<file path="config.mk">
export PLATFORM = sky130hd
export DESIGN_NAME = ex_sta_frame_tx
export DESIGN_NICKNAME = d
export VERILOG_FILES = /design/src/rtl/ex_sta_frame_tx_pkg.sv /design/src/rtl/ex_sta_regbank.sv /design/src/rtl/ex_sta_frame_tx.sv
export SDC_FILE = /design/constraint.sdc
export NUM_CORES = 2
export LEC_CHECK = 0
export ABC_AREA = 1
export CAP_MARGIN = 5
export CELL_PAD_IN_SITES_DETAIL_PLACEMENT = 1
export CELL_PAD_IN_SITES_GLOBAL_PLACEMENT = 1
export CORE_MARGIN = 2
export CORE_UTILIZATION = 45
export DETAILED_ROUTE_END_ITERATION = 7
export PLACE_DENSITY_LB_ADDON = 0.1
export SLEW_MARGIN = 10
export SYNTH_ARGS = -nofsm -noshare
export SYNTH_HDL_FRONTEND = slang
export SYNTH_SLANG_ARGS = --single-unit
</file>
<file path="constraint.sdc">
create_clock -name clk_150m -period 6.6 [get_ports clk_150m]
set_input_delay 1.32 -clock clk_150m [delete_from_list [all_inputs] [get_ports clk_150m]]
set_output_delay 1.32 -clock clk_150m [all_outputs]
set_load 0.01 [all_outputs]
</file>
<file path="src/rtl/ex_sta_frame_tx_pkg.sv">
// ex_sta_frame_tx_pkg
//   Shared constants and FSM encoding for the EX status frame transmitter.
//   Word layout: [SOF_BIT] start of frame, [EOF_BIT] end of frame, [15:0] payload.
`timescale 1ns/1ps
package ex_sta_frame_tx_pkg;

  localparam int         SOF_BIT    = 17;
  localparam int         EOF_BIT    = 16;
  localparam logic [7:0] HDR_TAG    = 8'hA5;
  localparam int         FRAME_LEN  = 34;
  localparam logic [15:0] MIN_PERIOD = 16'd36;
  localparam int         WORD_CNT   = 32;
  localparam int         ADDR_W     = 5;

  typedef enum logic [2:0] {
    ST_IDLE = 3'd0,
    ST_WAIT = 3'd1,
    ST_HDR  = 3'd2,
    ST_PAY  = 3'd3,
    ST_CSUM = 3'd4
  } tx_state_t;

  // Header-to-header spacing actually used; short periods cannot fit a frame.
  function automatic logic [15:0] eff_period(input logic [15:0] period);
    return (period < MIN_PERIOD) ? MIN_PERIOD : period;
  endfunction

endpackage

</file>
<file path="src/rtl/ex_sta_regbank.sv">
// ex_sta_regbank
//   Live + shadow status register banks (32 x 16).
//   clk_150m, rst_150m        : clock, async active-low reset (clears both banks)
//   wr_en, wr_addr, wr_data   : live bank write port, committed on the next edge
//   snap                      : copy live -> shadow on this edge
//   rd_addr, rd_data          : shadow read port
`timescale 1ns/1ps
module ex_sta_regbank
  import ex_sta_frame_tx_pkg::*;
(
  input  logic              clk_150m,
  input  logic              rst_150m,
  input  logic              wr_en,
  input  logic [ADDR_W-1:0] wr_addr,
  input  logic [15:0]       wr_data,
  input  logic              snap,
  input  logic [ADDR_W-1:0] rd_addr,
  output logic [15:0]       rd_data
);

  logic [15:0] live_q   [WORD_CNT];
  logic [15:0] shadow_q [WORD_CNT];

  always_ff @(posedge clk_150m or negedge rst_150m) begin
    if (!rst_150m) begin
      for (int i = 0; i < WORD_CNT; i++) live_q[i] <= 16'h0;
    end else if (wr_en) begin
      live_q[wr_addr] <= wr_data;
    end
  end

  always_ff @(posedge clk_150m or negedge rst_150m) begin
    if (!rst_150m) begin
      for (int i = 0; i < WORD_CNT; i++) shadow_q[i] <= 16'h0;
    end else if (snap) begin
      for (int i = 0; i < WORD_CNT; i++) shadow_q[i] <= live_q[i];
    end
  end

  // The first payload word is registered on the same edge that loads the
  // shadow, so during the snapshot cycle the read bypasses to the live value
  // the shadow is about to take (a write in this cycle is not yet visible).
  assign rd_data = snap ? live_q[rd_addr] : shadow_q[rd_addr];

endmodule

</file>
<file path="src/rtl/ex_sta_frame_tx.sv">
// ex_sta_frame_tx
//   Periodic EX status frame transmitter: header, 32 status words, checksum.
//   clk_150m, rst_150m             : clock, async active-low reset
//   tx_en                          : enable periodic transmission
//   frame_period[15:0]             : header-to-header spacing (min 36)
//   box_id[3:0]                    : box number placed in header
//   sta_wr_en/addr[4:0]/data[15:0] : status register write port
//   sta_dval, sta_data[17:0]       : frame word stream (SOF, EOF, payload)
//   tx_busy                        : frame on the wire
//   frame_cnt[15:0]                : completed frames (wrapping)
//
//   state | meaning
//   IDLE  | transmission off, waiting for tx_en (armed after one high sample)
//   WAIT  | between frames, period counter running
//   HDR   | header word on the wire, live bank snapshot taken
//   PAY   | payload words 1..32 from shadow bank
//   CSUM  | checksum word with EOF
`timescale 1ns/1ps
module ex_sta_frame_tx
  import ex_sta_frame_tx_pkg::*;
(
  input  logic        clk_150m,
  input  logic        rst_150m,
  input  logic        tx_en,
  input  logic [15:0] frame_period,
  input  logic [3:0]  box_id,
  input  logic        sta_wr_en,
  input  logic [4:0]  sta_wr_addr,
  input  logic [15:0] sta_wr_data,
  output logic        sta_dval,
  output logic [17:0] sta_data,
  output logic        tx_busy,
  output logic [15:0] frame_cnt
);

  tx_state_t   state_q, state_d;
  logic        arm_q;
  logic [4:0]  pay_idx_q, pay_idx_d;
  logic [15:0] per_cnt_q;
  logic [15:0] sum_q, sum_d;
  logic [15:0] rd_data;
  logic        snap;
  logic        dval_d;
  logic [17:0] word_d;

  assign snap = (state_q == ST_HDR);

  ex_sta_regbank u_regbank (
    .clk_150m (clk_150m),
    .rst_150m (rst_150m),
    .wr_en    (sta_wr_en),
    .wr_addr  (sta_wr_addr),
    .wr_data  (sta_wr_data),
    .snap     (snap),
    .rd_addr  (pay_idx_d),
    .rd_data  (rd_data)
  );

  always_comb begin
    state_d   = state_q;
    pay_idx_d = pay_idx_q;
    case (state_q)
      ST_IDLE: if (arm_q && tx_en) state_d = ST_HDR;
      ST_WAIT: if (per_cnt_q >= eff_period(frame_period) - 16'd1) state_d = ST_HDR;
      ST_HDR: begin
        state_d   = ST_PAY;
        pay_idx_d = 5'd0;
      end
      ST_PAY: begin
        if (pay_idx_q == 5'(WORD_CNT - 1)) state_d = ST_CSUM;
        else pay_idx_d = pay_idx_q + 5'd1;
      end
      ST_CSUM: state_d = tx_en ? ST_WAIT : ST_IDLE;
      default: state_d = ST_IDLE;
    endcase
  end

  // Outputs are computed for the upcoming state so the registered word lines
  // up with the state register.
  always_comb begin
    dval_d = 1'b0;
    word_d = 18'h0;
    sum_d  = sum_q;
    case (state_d)
      ST_HDR: begin
        dval_d          = 1'b1;
        word_d[15:0]    = {HDR_TAG, box_id, 4'h0};
        word_d[SOF_BIT] = 1'b1;
        sum_d           = {HDR_TAG, box_id, 4'h0};
      end
      ST_PAY: begin
        dval_d       = 1'b1;
        word_d[15:0] = rd_data;
        sum_d        = sum_q + rd_data;
      end
      ST_CSUM: begin
        dval_d          = 1'b1;
        word_d[15:0]    = sum_q;
        word_d[EOF_BIT] = 1'b1;
      end
      default: ;
    endcase
  end

  always_ff @(posedge clk_150m or negedge rst_150m) begin
    if (!rst_150m) begin
      state_q   <= ST_IDLE;
      arm_q     <= 1'b0;
      pay_idx_q <= 5'd0;
      per_cnt_q <= 16'd0;
      sum_q     <= 16'd0;
      sta_dval  <= 1'b0;
      sta_data  <= 18'h0;
      tx_busy   <= 1'b0;
      frame_cnt <= 16'd0;
    end else begin
      state_q   <= state_d;
      arm_q     <= (state_q == ST_IDLE) && tx_en;
      pay_idx_q <= pay_idx_d;
      sum_q     <= sum_d;
      // Zero in the header cycle so the WAIT compare measures from the header.
      if (state_d == ST_HDR || state_q == ST_IDLE) per_cnt_q <= 16'd0;
      else per_cnt_q <= per_cnt_q + 16'd1;
      sta_dval  <= dval_d;
      sta_data  <= word_d;
      tx_busy   <= dval_d;
      if (state_d == ST_CSUM) frame_cnt <= frame_cnt + 16'd1;
    end
  end

endmodule

</file>
==> qor.txt <==
Worst setup EP type: flip-flop
WL/cell: 20.20 µm
Clock buffer depth: 3
Root buf cell: clkbuf_16
Sw frac: 0.3705
Worst Setup SP: pay_idx_q[0]
Dominant cell type by area after synthesis: dfrtp_1
Post-synthesis register bit count: 1,100
Hold_sp: u_regbank.live_q[179]
Critical Path Slowest Stage Cell: inv_2
Avg Inst Size Synth: 8.709 µm²
Top cell type's share of synthesized area: 0.5888
Part of the Yosys area used for sequential elements: 0.5888
Clock Skews: 46.48 ps
Crit path kind: reg2reg
Via density: 5.391
Number of buffers created by CTS: 119
Post-DRT Antenna Nets: 0
Fin. max-slew vios: 0
Slew @ Worst Pin: 1185 ps
TritonCTS clock tree: built
Layout cells sized above 1: 0.06004
DR vias: 36,470
Worst min-delay path class: reg2reg
FFs w/ async S/R, synth: 1.000
Worst slew margin: 0.2102
First-pass GRT wire length: 219.3 mm
# setup viols final: 0
Clock share of power: 0.280
Die X: 326.3 µm
Worst-path clk slew: 60 ps
Vias in the first global route: 38,140
CTS sink cnt: 1,100
Pwr dens: 467.3 nW/µm²
DR iter-0 viols: 2,739
Fmax: 0.1774 GHz
Int Power: 15,490 µW
Most used cell along the critical path: nand2_1
CTS H-tree lvls: 3
Placer Congestion: 0.7967
Resized cells post-CTS: 0
P_leak: 0.02493 µW
Final period utilization: 0.8540
Worst reg2reg setup slack: 960 ps
Final count of hold timing violations: 0
Cell row count: 118
Drc violations: 0
Post-Syn Instances: 5,368
Area grow syn2layout: 12.64%
Die area: 106,500 µm²
Post-DP HPWL: 77.77 mm
EDFF count, synth: 0
Synth Warn #: 0
WP data required: 7190 ps
Total of max-cap violations: 0
Startpoint Class: flip-flop
Core Area: 103,300 µm²
Area of the mapped netlist: 46,750 µm²
Hold Buf Count CTS: 0
Postcts setup bufs: 0
GRT Overall Usage: 0.2610
Ys flop type: dfrtp_1
Min Tclk post-route: 5637 ps
Worst EP arrival: 6230 ps
Reg2reg path depth: 29
Synthesized Nets: 5,449
Net Switching: 9118 µW
Final nets: 5,361
CP max FO: 24
Outcome: finished clean
Top cells by area, synth: dfrtp_1 59%, nand2_1 15%, o21ai_0 9.5%
Flop pwr share: 0.399
Worst r2r dst: sum_q[12]
GRT overflow: 0
RSZ-0062 raised after global routing: no
IO Port Bufs: 80
DR pass1 iterations: 5
Initial antenna violation count: 2
Die height: 326.3 µm
Worst Setup EP: sum_q[12]
Power share of the combinational group: 0.321
Initial core utilization: 0.4524
Largest net degree at the start of global routing: 263
RR Startpoint: pay_idx_q[0]
Placed cell area: 48,580 µm²
VDD IR max: 0.3362 mV
Worst-Skew Late Latency: 730 ps
TNS Setup: 0 ps
Distinct cells, synth: 50
Critical path's largest stage delay: 590 ps
Ports: 81
Final instance area: 52,660 µm²
Post-Route WL: 136.6 mm
cell usage after synthesis (3+ instances only):
cell type,instances
nand2_1,1847
dfrtp_1,1100
o21ai_0,890
inv_1,335
clkbuf_1,278
nand3_1,247
a21oi_1,165
o211ai_1,105
nor2_1,92
buf_2,48
ha_1,35
xor2_1,23
buf_1,18
buf_6,18
nor3_1,18
o21ai_1,18
nand4_1,15
xnor2_1,15
o21a_1,11
buf_4,10
nor3b_1,9
and3_1,7
or2_2,7
nand2_2,6
o221ai_1,6
inv_2,5
nor4_1,5
o22ai_1,5
a31oi_2,3
layout make-up:
cell class	count	area (µm²)
Antenna cell	4	10.01
Clock inverter	48	585.6
Tap cell	1380	1727
Timing Repair Buffer	163	1654
Sequential cell	1100	27530
Multi-Input combinational cell	3554	16390
Clock buffer	173	3482
Inverter	342	1291
Fill cell	12030	50690
cells by family (layout without fill, tap and decap cells):
group | Yosys count | count (layout) | share of synthesized area
AOI/OAI and AO/OA | 1221 | 1221 | 0.1396
DFF | 1100 | 1100 | 0.5888
other | 0 | 4 | 0
buffers and inverters | 714 | 726 | 0.06230
and+or+nand+nor | 2259 | 2259 | 0.1924
adders and majority gates | 36 | 36 | 0.009795
xor gates and xnor gates | 38 | 38 | 0.007119
how the worst min path moves through the flow:
stage               depth (start not counted)                       to
floorplan                                   2    u_regbank.shadow_q[0]
global placement                            2  u_regbank.shadow_q[287]
detailed placement                          2  u_regbank.shadow_q[158]
CTS                                         2  u_regbank.shadow_q[271]
global route                                2  u_regbank.shadow_q[408]
finish                                      2  u_regbank.shadow_q[179]
power by group through the flow:
stage / Combinational [µW] / Sequential [µW] / Clock [µW]
floorplan: 5660 / 9660 / 0
global placement: 7640 / 9820 / 0
detailed placement: 7900 / 9910 / 0
CTS: 7990 / 9820 / 7040
global route: 9020 / 10100 / 7300
finish: 7900 / 9820 / 6880
layer usage:
metal,routed length (µm),global-route usage,vias to the layer above
met5,14,0,-
met4,2723,0.06452,2
met3,5196,0.03291,179
met2,65430,0.4345,588
met1,63240,0.3642,18520
li1,-,-,17180
per-stage QoR:
stage	utilization	power [µW]	std cells	hold WS [ps]	setup WS [ps]
3_3_place_gp	0.4701	17470	6539	448.8	518.6
4_1_cts	0.5095	24850	6760	447.8	986.7
3_5_place_dp	0.4701	17810	6539	455.1	374.5
6_report	0.5096	24610	6764	446.9	963.5
2_1_floorplan	-	15320	5368	442.2	1540
5_1_grt	0.5095	26390	6760	479.8	578.7
worst max-delay path: cells and delay by family (launching register included):
kind,cells,cell delay (ps)
AO/OA/AOI/OAI,5,750
buffers and inverters,4,1370
XOR/XNOR,1,150
adder cells (fa/ha/maj),3,890
flip-flops,1,400
AND/OR/NAND/NOR,16,1910
placed cells by master, fill, tap and decap left out, types with 11 or more instances in the layout:
cell type / count
buf_4: 65
nand3_1: 247
o21a_1: 11
nor3_1: 18
clkdlybuf4s50_1: 79
clkbuf_16: 120
bufinv_16: 11
o211ai_1: 105
xnor2_1: 15
ha_1: 35
xor2_1: 23
o21ai_1: 18
inv_1: 332
o21ai_0: 890
clkbuf_8: 28
nand2_1: 1839
a21oi_1: 165
clkbuf_1: 25
buf_12: 18
nor2_1: 91
dfrtp_1: 1100
clkinv_2: 30
nand4_1: 15
state kept, by name, indices dropped and copies added, names as in the netlist, 3 cells and up:
| name | flops |
|---|---|
| u_regbank.live_q | 512 |
| per_cnt_q | 16 |
| sum_q | 16 |
| frame_cnt | 16 |
| state_q | 3 |
| pay_idx_q | 5 |
| u_regbank.shadow_q | 512 |
| sta_data | 18 |
(Power assumes the default switching activity.)
